--- config.mk ---
export PLATFORM = sky130hd
export DESIGN_NAME = pipe_ctrl
export DESIGN_NICKNAME = d
export VERILOG_FILES = /design/src/rtl/pipe_ctrl_pkg.sv /design/src/rtl/int_prio_enc.sv /design/src/rtl/pipe_ctrl.sv
export SDC_FILE = /design/constraint.sdc
export NUM_CORES = 1
export LEC_CHECK = 0
export BUFFER_PORTS_ARGS = -buffer_cell sky130_fd_sc_hd__buf_4
export CAP_MARGIN = 5
export CORE_MARGIN = 3
export CORE_UTILIZATION = 45
export CTS_CLUSTER_SIZE = 25
export DETAILED_ROUTE_END_ITERATION = 10
export PLACE_DENSITY = 0.77
export SLEW_MARGIN = 20
export SYNTH_ARGS = -nofsm -noshare
export SYNTH_HDL_FRONTEND = slang
export SYNTH_SLANG_ARGS = --single-unit
--- constraint.sdc ---
create_clock -name clk -period 2 [get_ports clk]
set_input_delay 0.2 -clock clk [delete_from_list [all_inputs] [get_ports clk]]
set_output_delay 0.2 -clock clk [all_outputs]
set_load 0.01 [all_outputs]
--- src/rtl/pipe_ctrl_pkg.sv ---
// Shared definitions for the pipeline controller: controller states,
// counter/interrupt widths and the NOP instruction word used for flushes.
package pipe_ctrl_pkg;

  localparam int unsigned CNT_W     = 8;
  localparam int unsigned INT_W     = 3;
  localparam int unsigned INT_IDX_W = 2;

  // ADDI x0,x0,0: the word the pipeline registers load on a flush
  localparam logic [31:0] NOP_INSTR = 32'h0000_0013;

  typedef enum logic [1:0] {
    ST_RUN    = 2'd0,
    ST_IWAIT  = 2'd1,
    ST_DWAIT  = 2'd2,
    ST_INTACK = 2'd3
  } state_e;

endpackage

--- src/rtl/int_prio_enc.sv ---
// Fixed-priority encoder for the active-low interrupt lines.
//   oint_n : interrupt lines, active low (all ones = none pending)
//   any_c  : at least one line asserted
//   idx_c  : index of the lowest-numbered asserted line (line 0 wins)
module int_prio_enc
  import pipe_ctrl_pkg::*;
(
  input  logic [INT_W-1:0]     oint_n,
  output logic                 any_c,
  output logic [INT_IDX_W-1:0] idx_c
);

  always_comb begin
    any_c = (oint_n != {INT_W{1'b1}});
    idx_c = INT_IDX_W'(0);
    if (oint_n[0]) begin
      if (!oint_n[1]) begin
        idx_c = INT_IDX_W'(1);
      end else if (!oint_n[2]) begin
        idx_c = INT_IDX_W'(2);
      end
    end
  end

endmodule

--- src/rtl/pipe_ctrl.sv ---
// Pipeline hazard/stall controller: memory wait freezes with timeout,
// branch flushes, load-use stalls and single-shot interrupt acceptance.
//   clk, rst              : clock, synchronous active-high reset
//   ACKI_n, ACKD_n        : instruction / data memory acknowledge (active low)
//   OINT_n                : external interrupt lines (active low)
//   if_id_rs1/rs2         : source registers of the instruction in ID
//   id_ex_rd/mem_read     : destination and load flag of the instruction in EX
//   pc_src                : branch/jump taken (EX)
//   ex_mem_req            : instruction in MEM accesses data memory
//   hold_pc, freeze       : hold PC+IF/ID, hold ID/EX..MEM/WB
//   flush_id, flush_ex    : load NOP into IF/ID, ID/EX
//   int_req, int_idx      : trap-vector request and accepted line
//   IACK_n                : interrupt acknowledge pulse (active low)
//   bus_err               : sticky memory timeout flag
module pipe_ctrl
  import pipe_ctrl_pkg::*;
#(
  parameter int unsigned TIMEOUT = 255
) (
  input  logic                 clk,
  input  logic                 rst,
  input  logic                 ACKI_n,
  input  logic                 ACKD_n,
  input  logic [INT_W-1:0]     OINT_n,
  input  logic [4:0]           if_id_rs1,
  input  logic [4:0]           if_id_rs2,
  input  logic [4:0]           id_ex_rd,
  input  logic                 id_ex_mem_read,
  input  logic                 pc_src,
  input  logic                 ex_mem_req,
  output logic                 hold_pc,
  output logic                 freeze,
  output logic                 flush_id,
  output logic                 flush_ex,
  output logic                 int_req,
  output logic [INT_IDX_W-1:0] int_idx,
  output logic                 IACK_n,
  output logic                 bus_err
);

  state_e                 state_q, state_d;
  logic [CNT_W-1:0]       cnt_q, cnt_d, cnt_inc;
  logic                   armed_q, armed_d;
  logic                   bus_err_q, bus_err_d;
  logic [INT_IDX_W-1:0]   int_idx_q, int_idx_d;
  logic                   int_any_c;
  logic [INT_IDX_W-1:0]   int_enc_c;
  logic                   stall, load_use;

  int_prio_enc u_int_prio_enc (
    .oint_n (OINT_n),
    .any_c  (int_any_c),
    .idx_c  (int_enc_c)
  );

  // State register
  always_ff @(posedge clk) begin
    if (rst) begin
      state_q   <= ST_RUN;
      cnt_q     <= '0;
      armed_q   <= 1'b1;
      bus_err_q <= 1'b0;
      int_idx_q <= '0;
    end else begin
      state_q   <= state_d;
      cnt_q     <= cnt_d;
      armed_q   <= armed_d;
      bus_err_q <= bus_err_d;
      int_idx_q <= int_idx_d;
    end
  end

  // Next state and per-cycle control outputs
  always_comb begin
    state_d   = state_q;
    cnt_d     = cnt_q;
    armed_d   = armed_q;
    bus_err_d = bus_err_q;
    int_idx_d = int_idx_q;
    stall     = 1'b0;
    hold_pc   = 1'b0;
    freeze    = 1'b0;
    flush_id  = 1'b0;
    flush_ex  = 1'b0;
    int_req   = 1'b0;
    int_idx   = int_idx_q;
    IACK_n    = 1'b1;
    cnt_inc   = cnt_q + CNT_W'(1);
    load_use  = id_ex_mem_read && (id_ex_rd != 5'd0) &&
                ((id_ex_rd == if_id_rs1) || (id_ex_rd == if_id_rs2));

    // Re-arm only once all lines are released, so a held line fires once
    if (OINT_n == {INT_W{1'b1}}) begin
      armed_d = 1'b1;
    end

    case (state_q)
      ST_RUN: begin
        cnt_d = '0;
        if (ex_mem_req && ACKD_n) begin
          state_d = ST_DWAIT;
          stall   = 1'b1;
        end else if (ACKI_n) begin
          state_d = ST_IWAIT;
          stall   = 1'b1;
        end
      end
      ST_DWAIT, ST_IWAIT: begin
        if ((state_q == ST_DWAIT) ? !ACKD_n : !ACKI_n) begin
          state_d = ST_RUN;
          cnt_d   = '0;
        end else if (cnt_inc == CNT_W'(TIMEOUT)) begin
          state_d   = ST_RUN;
          cnt_d     = '0;
          bus_err_d = 1'b1;
          stall     = 1'b1;
        end else begin
          cnt_d = cnt_inc;
          stall = 1'b1;
        end
      end
      ST_INTACK: begin
        IACK_n  = 1'b0;
        armed_d = 1'b0;
        state_d = ST_RUN;
      end
      default: state_d = ST_RUN;
    endcase

    // Priority: wait > branch > interrupt > load-use
    if (stall) begin
      hold_pc = 1'b1;
      freeze  = 1'b1;
    end else if (pc_src) begin
      flush_id = 1'b1;
      flush_ex = 1'b1;
    end else if ((state_q == ST_RUN) && armed_q && int_any_c) begin
      int_req   = 1'b1;
      flush_id  = 1'b1;
      flush_ex  = 1'b1;
      int_idx   = int_enc_c;
      int_idx_d = int_enc_c;
      state_d   = ST_INTACK;
    end else if (load_use) begin
      hold_pc  = 1'b1;
      flush_ex = 1'b1;
    end

    // Reset silences every control output, including a pending IACK_n
    if (rst) begin
      hold_pc  = 1'b0;
      freeze   = 1'b0;
      flush_id = 1'b0;
      flush_ex = 1'b0;
      int_req  = 1'b0;
      int_idx  = int_idx_q;
      IACK_n   = 1'b1;
    end
  end

  assign bus_err = bus_err_q;

endmodule
Word level (Yosys, flattened, before mapping)
Index checks and enable logic that the tools add are counted.
- bits in registers: 14
- output and inout bits: 9
- logic and storage cells: 74
- add/sub/neg operators: 1
- equality and inequality tests: 8
- muxes and demuxes: 45
- bitwise operators: 1
- reductions and logical operators: 14
- operator list (cell ; count):
    2-bit 2-to-1 mux ; 14
    1-bit 2-to-1 mux ; 26
    8-bit 2-to-1 mux ; 2
    8-bit case mux with 2 select lines ; 1
    5-bit == test ; 2
    8-bit by 1-bit adder with 8-bit output, second input constant ; 1
    8-bit == test, second input constant ; 1
    2-bit case mux with 3 select lines ; 1
    1-bit logical AND ; 5
    5-bit nonzero test ; 1
    2-bit == test, second input constant ; 2
    2-bit nonzero test ; 2
    3-bit == test, second input constant ; 1
    3-bit inequality test, second input constant ; 1
    3-bit AND reduction ; 1
    2-bit by 1-bit == test with 1-bit output, second input constant ; 1
    1-bit zero test ; 2
    2-bit zero test ; 1
    1-bit case mux with 2 select lines ; 1
    2-bit OR reduction ; 1
    1-bit logical OR ; 1
    1-bit inverter ; 1

Depth between registers and ports, before layout
Gate-level depths: netlist of the first run.
- word-level depth: 8
- gate-level depth with buffers: 8
- gate-level depth less buffers: 7

By module
A second synthesis of the first run with hierarchy kept.
- cell total of the unflattened synthesis: 128
- area, all modules: 1081.0 um^2
- modules (own cells, without submodules) (module ; instances ; cells an instance ; area each (um^2) ; seq. area each (um^2)):
    pipe_ctrl ; 1 ; 125 ; 1057.3 ; 280.3
    int_prio_enc ; 1 ; 3 ; 23.8 ; 0.0

Worst setup path after synthesis of the first run
No wires, ideal clock.
- path type: reg2out
- start: register state_q[0]
- end: output int_idx[0]
- data arrival time: 1.858 ns
- required time: 1.800 ns
- slack: -0.058 ns
- stages on the path, launching flop included: 8
- buffers on the path: 0
- path through: dfxtp_1 -> inv_1 -> ha_1 -> nor2b_1 -> o21ai_0 -> a21oi_1 -> nor3_2 -> mux2_2
- cells in the longest elaborated chain, start to end: 7
- elaborated cells on any way between the ends: 13
- those cells by class: eq/ne: 2; mux: 7; reduce/logical: 4
- ends and longest elaborated chain (item ; line ; source):
    start, declared ; pipe_ctrl.sv:41 ; state_e state_q, state_d;
    start signal, assigned ; pipe_ctrl.sv:65 ; state_q <= state_d;
    branches (longest 5 deep; another with 2-bit == test) ; - ;
    2-bit 2-to-1 mux * ; pipe_ctrl.sv:131 ; if (stall) begin
    2-bit 2-to-1 mux * ; pipe_ctrl.sv:150 ; if (rst) begin
    end, declared ; pipe_ctrl.sv:36 ; output logic [INT_IDX_W-1:0] int_idx,
Every way passes the cells marked *.

Final worst setup path of the first run
Same ends and word-level chain as after synthesis.

==> results.md, run 1 <==
- Run status: finished with violations
- Violated checks: negative setup slack
- Wirelength per Cell: 14.0 um
- Synth top cells by count: dfxtp_1, inv_1, nand2_1
- Hold EP: int_idx_q[1]
- Total CTS buffers: 3
- Relative slew slack: 0.756
- Layout Nets: 222
- Die W: 55.1 um
- Share of layout cells above drive strength 1: 0.447
- Data arrival time of the worst path: 1.94 ns
- Die area: 3040 um2
- Req. time, crit path: 1.80 ns
- Lkg Pwr: 0.687 nW
- Total grt overflow: 0
- WHS Path Cells: 2
- Clock period minus worst slack: 2.14 ns
- Buf/Inv on CP: 2
- Skew-Pair Late Insertion Delay: 0.28 ns
- Seq/Total Area, Yosys: 0.258
- Final setup skew: 0.00400 ns
- Worst VDD drop: 0.000382 V
- FFs w/ async S/R, synth: 0
- CP Max Fanout: 3
- Unrepaired setup endpoints after global routing: true
- Mean Syn Cell Area: 8.10 um2
- Post-DP HPWL: 2310 um
- CP max stage delay: 0.35 ns
- Pre-antenna DRT Iters: 4
- CP Capture Type: output pin
- Synth Area in Adders: 0.0576
- DR iter-0 viols: 29
- Placed Area: 1450 um2
- Largest delay share family, worst path: flip-flops
- Placed cell count: 205
- RD Place Congestion: 0.865
- Post-route setup TNS: -0.499 ns
- Place WS: -0.113 ns
- Post-synth top area share: 0.258
- Power Density: 574 nW/um2
- Layout Cells excl Fill: 218
- First-pass GRT wire length: 4610 um
- Worst path slowest cell: dfxtp_2
- # clock sinks: 14
- IO Pins: 34
- Post-route cell area: 1660 um2
- Number of max-cap violations: 0
- Final Hold Fails: 0
- Proportion of synthesized area in mux cells: 0.0311
- CTS H-tree depth: 1
- Worst Path Class, Setup: register to output pin
- Setup crit start kind: register
- Root Buffer: clkbuf_4
- Synth cell types: 45
- Via count: 1,212
- Depth of the most critical reg-to-reg path: 6
- Worst-path clk slew: 0.08 ns
- Largest net degree at the start of global routing: 11
- DRC viols: 0
- Ys flop type: dfxtp_1
- Combinational family with the most area after synthesis: compound AO/OA/AOI/OAI gates
- Slew of the pin with the lowest slew margin: 0.364 ns
- Hold Path Origin: rst
- Core Footprint: 2250 um2
- Initial antenna violation count: 0
- TritonCTS clock tree: built
- FMAX: 0.467 GHz
- Most frequent cell after synthesis: dfxtp_1
- Vias in the first global route: 1,098
- Syn-to-layout area delta: 53.1%
- Die Y: 55.1 um
- Reg2reg start: cnt_q[0]
- IO buf count: 33
- Initial Util: 0.482
- Number of flops mapped to enable cells by yosys: 0
- Post-synth design cell area: 1090 um2
- Routed Antenna Nets: 0
- Yosys reg bits: 14
- GRT Overall Usage: 0.208
- CTS max path bufs: 2
- Final Max Tran Viols: 0
- Synthesized instance count: 134
- Overall routed net length: 3050 um
- XOR/XNOR share of the synthesized area: 0.120
- Reg-to-reg slack, setup: 0.07 ns
- Simple logic cell fraction of the synthesized area: 0.228
- YS warnings: 0
- Smallest setup slack after layout: -0.142 ns
- Compound-Gate Fraction of Synth Area: 0.259
- Hold Crit Class: input port to register
- Synth top area cells: dfxtp_1, xor2_1, ha_1, nand3_1, xnor2_1
- Row cnt: 17
- Largest area contributor in the netlist: dfxtp_1
- FF-to-FF End: cnt_q[4]
- Final setup fails: 4
- CP cell instances: inv_4 > ha_4 > a22o_1 > nand2_2 > a21oi_4 > nor3_4 > mux2_4 > buf_6
- Final cycle utilization of the critical path: 1.07
- Avg Vias per Cell: 5.56
- # diodes: 0
- Mapped Nets: 164
[worst max path at each step]
stage	from	cells past startpoint	end	slack, ns
after CTS	state_q[1]	8	int_idx[1]	-0.21
after global placement	state_q[0]	8	int_idx[0]	-0.04
after floorplan	state_q[0]	7	int_idx[0]	-0.01
after global routing	state_q[0]	8	int_idx[1]	-0.21
final	state_q[0]	8	int_idx[0]	-0.14
after detailed placement	state_q[0]	8	int_idx[1]	-0.11
[kinds of logic (layout without fill, tap and decap cells)]
family,after synthesis,in the layout
flops,14,14
buf+inv,13,69
simple gates,46,46
xor+xnor,14,14
fa+ha+maj,5,5
mux,3,3
compound gates,39,39
[worst reg2reg max path, stage by stage (launching register included)]
cell      delay, ns
dfxtp_1        0.35
ha_2           0.19
nand3_2        0.11
or3_4          0.40
a211o_4        0.38
o21ai_4        0.25
o311ai_1       0.13
[routing by layer]
| metal | GRT usage | vias up | wire length (um) |
|---|---|---|---|
| met1 | 0.235 | 574 | 1250 |
| li1 | - | 605 | - |
| met3 | 0.0483 | 4 | 128 |
| met5 | 0 | - | 0 |
| met2 | 0.396 | 29 | 1630 |
| met4 | 0.0364 | 0 | 30 |
[layout make-up]
class                   instances  area [um2]
fillers                       174         592
inverters                      11        43.8
repair buffers                 55         435
clock buffers                   3        22.5
multi-input cells             107         842
well taps                      28        35.0
flip-flops and latches         14         284
[report_power, final]
part           leakage, nW  switching, mW  internal [mW]
registers            0.115        0.00992          0.293
clock network       0.0138         0.0853         0.0698
logic                0.558          0.220          0.276
[timing repair]
item | CTS | global route
endpoints found under the setup margin | 6 | 8
hold buffers | 0 | 0
gates cloned | 0 | 0
resized for setup | 18 | 14
setup buffers | 5 | 5
pin swaps | 6 | 9
hold endpoints to repair | 0 | 0
[placed cells by master, fill, tap and decap left out, types with 4 or more instances in the layout]
cell type	count
nor2_1	5
xnor2_1	5
inv_1	9
nand2_1	10
a21oi_1	5
buf_4	49
nand3_1	10
buf_6	6
o21ai_0	6
o21ai_1	4
dfxtp_1	11
xor2_1	8
[metrics by stage]
| stage | hold slack (ns) | power, mW | utilization |
|---|---|---|---|
| floorplan | 0.385 | 0.475 | - |
| global placement | 0.463 | 0.622 | 0.643 |
| detailed placement | 0.459 | 0.634 | 0.643 |
| CTS | 0.189 | 0.867 | 0.697 |
| global route | 0.203 | 1.01 | 0.738 |
| finish | 0.193 | 0.954 | 0.738 |
[flip-flops by register name, indices dropped and copies added, names as in the netlist]
name / cells
cnt_q: 8
armed_q: 1
int_idx_q: 2
bus_err: 1
state_q: 2
No activity file was read; power rests on OpenSTA's default activity.
==> run 2, diff against run 1 <==
==> constraint.sdc (replaced) <==
create_clock -name clk -period 2 [get_ports clk]
set_input_delay 0.5 -clock clk [delete_from_list [all_inputs] [get_ports clk]]
set_output_delay 0.5 -clock clk [all_outputs]
set_load 0.01 [all_outputs]
==> run 2 against run 1 <==
Compared with the run above:
- the flow still finishes with violations (negative setup slack)
- register-to-register slack better by 0.04 ns
- clock skew hardly changed
- total power is 2.4% higher
- first-iteration DRC count is 41% higher
- global-route usage is 0.79 points higher
- routed wire length is 7.0% higher
- largest power group unchanged
==> results.md, run 2 (same netlist as run 1, synthesis figures left out) <==
- GRT Overall Usage: 0.216
- Root Buffer: clkbuf_4
- Vias in the first global route: 1,132
- # clock sinks: 14
- IO Pins: 34
- Unrepaired setup endpoints after global routing: true
- WHS Path Cells: 2
- Die Y: 55.1 um
- FMAX: 0.407 GHz
- Violated checks: negative setup slack
- Hold Path Origin: bus_err
- Reg2reg start: cnt_q[1]
- Initial antenna violation count: 0
- Overall routed net length: 3260 um
- Final Hold Fails: 0
- Run status: finished with violations
- Number of max-cap violations: 0
- Relative slew slack: 0.744
- Smallest setup slack after layout: -0.459 ns
- Final cycle utilization of the critical path: 1.23
- Routed Antenna Nets: 0
- DRC viols: 0
- Share of layout cells above drive strength 1: 0.470
- CTS Hold Bufs: 0
- Wirelength per Cell: 14.4 um
- Data arrival time of the worst path: 1.96 ns
- Commonest non-fill, non-tap cell in the layout: buf_4
- Worst VDD drop: 0.000434 V
- Pre-antenna DRT Iters: 4
- Via count: 1,261
- Setup crit start kind: register
- Post-route setup TNS: -2.37 ns
- Worst-path clk slew: 0.09 ns
- Layout fillers: 169
- Hold Crit Class: register to register
- Slew of the pin with the lowest slew margin: 0.382 ns
- Final Max Tran Viols: 0
- CTS max path bufs: 2
- RD Place Congestion: 0.802
- Avg Vias per Cell: 5.58
- IO buf count: 33
- Largest net degree at the start of global routing: 11
- Initial Util: 0.482
- CTS H-tree depth: 1
- Storage element area: 283 um2
- Worst Path Class, Setup: register to output pin
- FF-to-FF End: cnt_q[4]
- Reg-to-reg slack, setup: 0.11 ns
- Top reg by flops: cnt_q
- Max reg flops: 8
- Die area: 3040 um2
- Row cnt: 17
- CP Capture Type: output pin
- Syn-to-layout area delta: 57.0%
- Total CTS buffers: 3
- # diodes: 0
- First-pass GRT wire length: 4690 um
- CP Max Fanout: 3
- Final setup skew: 0.00416 ns
- Tot Pwr: 0.977 mW
- Die W: 55.1 um
- Clock period minus worst slack: 2.46 ns
- TritonCTS clock tree: built
- Largest registers: cnt_q: 8 flops, int_idx_q: 2 flops, state_q: 2 flops
- Hold EP: bus_err
- Req. time, crit path: 1.50 ns
- Core Footprint: 2250 um2
- Post-DP HPWL: 2480 um
- Most frequent cells in the layout: buf_4, dfxtp_1, nand3_1, nand2_1, inv_1
- Lkg Pwr: 0.720 nW
- Depth of the most critical reg-to-reg path: 6
- Power Density: 573 nW/um2
- Layout Nets: 229
- Skew-Pair Late Insertion Delay: 0.28 ns
- Total grt overflow: 0
- DR iter-0 viols: 41
- Multi-input combinational cell area: 820 um2
- Final setup fails: 7
## run 2: changes by cell type in the layout (fill, tap and decap cells not counted), sizes merged
cell	delta
clkbuf	+1
buf	+7
## run 2: area by class of cell
cell class,count,share of cell area
Tap cell,28,0.0205
Multi-Input combinational cell,107,0.481
Clock buffer,4,0.0213
Sequential cell,14,0.166
Inverter,11,0.0257
Timing Repair Buffer,62,0.286
## run 2: timing repair
| action | in CTS | in global routing |
|---|---|---|
| gates cloned | 0 | 0 |
| resized for setup | 5 | 13 |
| pin swaps | 5 | 4 |
| endpoints found under the setup margin | 7 | 9 |
| buffers inserted | 4 | 2 |
## run 2: how the worst max path moves through the flow
| stage | startpoint | to | slack (ns) | depth (start not counted) |
|---|---|---|---|---|
| finish | state_q[0] | int_idx[1] | -0.46 | 8 |
| detailed placement | OINT_n[1] | int_idx[1] | -0.26 | 7 |
| global placement | id_ex_rd[1] | hold_pc | -0.25 | 6 |
| global route | state_q[0] | int_idx[0] | -0.52 | 8 |
| floorplan | state_q[1] | int_idx[0] | -0.08 | 7 |
| CTS | state_q[0] | int_idx[1] | -0.55 | 8 |
## run 2: power by group
| part | leakage, nW | internal [mW] | total [mW] | switching [mW] |
|---|---|---|---|---|
| Combinational | 0.585 | 0.260 | 0.468 | 0.208 |
| Sequential | 0.114 | 0.293 | 0.304 | 0.0108 |
| Clock | 0.0210 | 0.111 | 0.205 | 0.0940 |
| Total | 0.720 | 0.664 | 0.977 | 0.313 |
## run 2: critical path: stages, from the launching register on
cell and delay, ns:
dfxtp_2 0.36, inv_4 0.05, ha_2 0.21, a22o_1 0.25, nand2_2 0.09, a21oi_2 0.08
nor3_4 0.19, mux2_4 0.33, buf_6 0.12
## run 2: layer usage
| metal | wire length, um | vias up | GRT usage |
|---|---|---|---|
| met5 | 0 | - | 0 |
| met4 | 90 | 0 | 0.0769 |
| met3 | 182 | 12 | 0.0563 |
| met2 | 1680 | 45 | 0.404 |
| met1 | 1310 | 581 | 0.231 |
| li1 | - | 623 | - |
## run 2: through the flow
stage | util | hold slack, ns | area (um2) | setup WS [ns] | cells
after global routing | 0.756 | 0.473 | 1710 | -0.523 | 226
final | 0.756 | 0.470 | 1710 | -0.459 | 226
after detailed placement | 0.699 | 0.456 | 1580 | -0.262 | 217
after global placement | 0.699 | 0.454 | 1580 | -0.250 | 217
after CTS | 0.736 | 0.465 | 1660 | -0.551 | 225
after floorplan | - | 0.452 | 1120 | -0.0763 | 134
==> run 3, diff against run 2 <==
PLACE_DENSITY = default   (was 0.77)
PLACE_DENSITY_LB_ADDON = 0.15   (was default)
SYNTH_HIERARCHICAL = 1   (was default)
TNS_END_PERCENT = 10   (was default)
==> run 3 against run 2 <==
Compared with the run above:
- the flow still finishes with violations (negative setup slack)
- critical path depth is the same
- clock power grew 3%
- sequential share of layout area grew 1.4 points
- cell count shrank 7.5%
- clock skew grew 0.00069 ns
- non-clock buffer count shrank 9
- sequential power grew 4%
- die area shrank 0.40%
- largest power group unchanged
==> results.md, run 3 <==
- Number of flops mapped to enable cells by yosys: 0
- Ys flop type: dfxtp_1
- Layout Cells excl Fill: 209
- Skew-Pair Late Insertion Delay: 0.29 ns
- CP Max Fanout: 4
- Mean Syn Cell Area: 8.45 um2
- CTS H-tree depth: 1
- Avg Vias per Cell: 5.15
- Largest delay share family, worst path: multiplexers
- Crit path from: state_q[0]
- Syn-to-layout area delta: 47.0%
- Top reg by flops: cnt_q
- Switching Share: 0.317
- DR iter-0 viols: 15
- Synth top cells by count: dfxtp_1, nand2_1, xnor2_1
- Final setup fails: 7
- FFs w/ async S/R, synth: 0
- Reg-to-reg slack, setup: 0.11 ns
- # clock sinks: 14
- Finished Core Util: 0.705
- Final Max Tran Viols: 0
- Lkg Pwr: 0.736 nW
- IO Pins: 34
- Placed cell count: 203
- Smallest setup slack after layout: -0.684 ns
- Worst path slowest cell: or3_4
- Layout Nets: 213
- Seq/Total Area, Yosys: 0.259
- CTS max path bufs: 2
- Routed Antenna Nets: 0
- Yosys reg bits: 14
- Synthesized instance count: 128
- Critical Path Sink: int_idx[0]
- XOR/XNOR share of the synthesized area: 0.112
- Die W: 55.0 um
- Synth cell types: 42
- Final cycle utilization of the critical path: 1.34
- Internal cell power: 0.674 mW
- Power Density: 621 nW/um2
- Total grt overflow: 0
- Placed Area: 1490 um2
- Unrepaired setup endpoints after global routing: true
- Data arrival time of the worst path: 2.18 ns
- RD Place Congestion: 0.785
- Vias in the first global route: 984
- Worst-path clk slew: 0.09 ns
- Final Hold Fails: 0
- Simple logic cell fraction of the synthesized area: 0.262
- GRT Overall Usage: 0.185
- TritonCTS clock tree: built
- Initial Util: 0.479
- Mapped Nets: 159
- Wirelength per Cell: 12.8 um
- Post-DP HPWL: 2130 um
- Final setup skew: 0.00485 ns
- Part of the power in registers: 0.319
- # diodes: 0
- CP Capture Type: output pin
- Overall routed net length: 2680 um
- Worst Path Class, Setup: register to output pin
- IO buf count: 33
- Post-synth top area share: 0.259
- CP cell instances: inv_4 > ha_4 > mux2i_2 > o32ai_2 > or3_4 > nor2_8 > mux2_4 > buf_6
- Post-route cell area: 1590 um2
- Worst VDD drop: 0.000494 V
- Most frequent cells in the layout: buf_4, nand2_1, dfxtp_1, xnor2_1, nand3_1
- Hold Crit Class: register to register
- Pre-antenna DRT Iters: 4
- Largest registers: cnt_q: 8 flops, int_idx_q: 2 flops, state_q: 2 flops
- Share of layout cells above drive strength 1: 0.442
- Relative slew slack: 0.754
- Die Y: 55.0 um
- Synth Area in Adders: 0.0694
- Row cnt: 17
- Post-synth design cell area: 1080 um2
- Power share of the combinational group: 0.466
- Combinational family with the most area after synthesis: simple AND/OR/NAND/NOR gates
- Depth of the most critical reg-to-reg path: 8
- Clock period minus worst slack: 2.68 ns
- Root Buffer: clkbuf_4
- Proportion of synthesized area in mux cells: 0.0648
- WHS: 0.461 ns
- Run status: finished with violations
- Number of max-cap violations: 0
- DRC viols: 0
- Setup crit start kind: register
- Core Footprint: 2250 um2
- Largest net degree at the start of global routing: 15
- Synth top area cells: dfxtp_1, xnor2_1, ha_1, nand3_1, nand2_1
- Compound-Gate Fraction of Synth Area: 0.172
- Reg2reg start: state_q[0]
- Psw: 0.313 mW
- Clock network power share: 0.215
- Commonest non-fill, non-tap cell in the layout: buf_4
- Req. time, crit path: 1.50 ns
- Via count: 1,076
- Die area: 3030 um2
- First-pass GRT wire length: 4080 um
- Most frequent cell after synthesis: dfxtp_1
- Violated checks: negative setup slack
- FMAX: 0.373 GHz
- Max reg flops: 8
- CP max stage delay: 0.41 ns
- Worst path depth: 8
- Total CTS buffers: 3
- YS warnings: 6
- Largest area contributor in the netlist: dfxtp_1
- FF-to-FF End: cnt_q[1]
- Slew of the pin with the lowest slew margin: 0.365 ns
- Initial antenna violation count: 0
- Buf/Inv on CP: 2
- Post-route setup TNS: -2.92 ns
==> run 3: cell families after synthesis <==
| family | count (synthesis) |
|---|---|
| xor+xnor | 13 |
| flops | 14 |
| mux | 6 |
| simple gates | 50 |
| compound gates | 26 |
| fa+ha+maj | 6 |
| buf+inv | 13 |
==> run 3: area by class of cell <==
type | instances | area [um2]
multi-input combinational | 101 | 779
fill | 180 | 666
timing repair buffer | 53 | 417
sequential | 14 | 285
clock buffer | 4 | 36.3
inverter | 9 | 36.3
tap | 28 | 35.0
==> run 3: worst min path at each step <==
stage / start / end / slack [ns] / cells after the start
6_report: bus_err / bus_err / 0.46 / 2
3_3_place_gp: bus_err / bus_err / 0.44 / 2
2_1_floorplan: int_idx_q[0] / int_idx_q[0] / 0.46 / 2
3_5_place_dp: bus_err / bus_err / 0.45 / 2
5_1_grt: rst / cnt_q[0] / 0.52 / 2
4_1_cts: bus_err / bus_err / 0.47 / 2
==> run 3: worst register-to-register path: cells and delay by family, from the launching register on <==
kind	cells	cell delay [ns]
buffers and inverters	3	0.31
AND/OR/NAND/NOR	2	0.67
AO/OA/AOI/OAI	1	0.15
multiplexers	1	0.15
adder cells (fa/ha/maj)	1	0.16
flip-flops	1	0.38
==> run 3: layer usage <==
layer,GRT usage,part of all wire,vias to the layer above
met1,0.220,0.39,499
met2,0.346,0.58,16
met5,0,0,-
met3,0.0402,0.025,2
met4,0.0243,0.0022,0
li1,-,-,559
==> run 3: stage by stage <==
step / worst slack, ns / total power [mW]
final: -0.684 / 0.987
after global routing: -0.742 / 1.04
after CTS: -0.689 / 0.986
after detailed placement: -0.510 / 0.716
after global placement: -0.472 / 0.706
after floorplan: -0.364 / 0.536
==> run 3: what timing repair did <==
action,4_1_cts,5_1_grt
endpoints found under the setup margin,7,9
endpoints found under the hold margin,0,0
resized for setup,12,1
hold buffers,0,0
pin swaps,4,0
setup buffers,2,0
==> run 3: power by group through the flow <==
stage | combinational (mW) | sequential [mW] | clock [mW]
floorplan | 0.219 | 0.317 | 0
global placement | 0.388 | 0.318 | 0
detailed placement | 0.397 | 0.319 | 0
CTS | 0.455 | 0.315 | 0.217
global route | 0.501 | 0.317 | 0.222
finish | 0.460 | 0.315 | 0.212
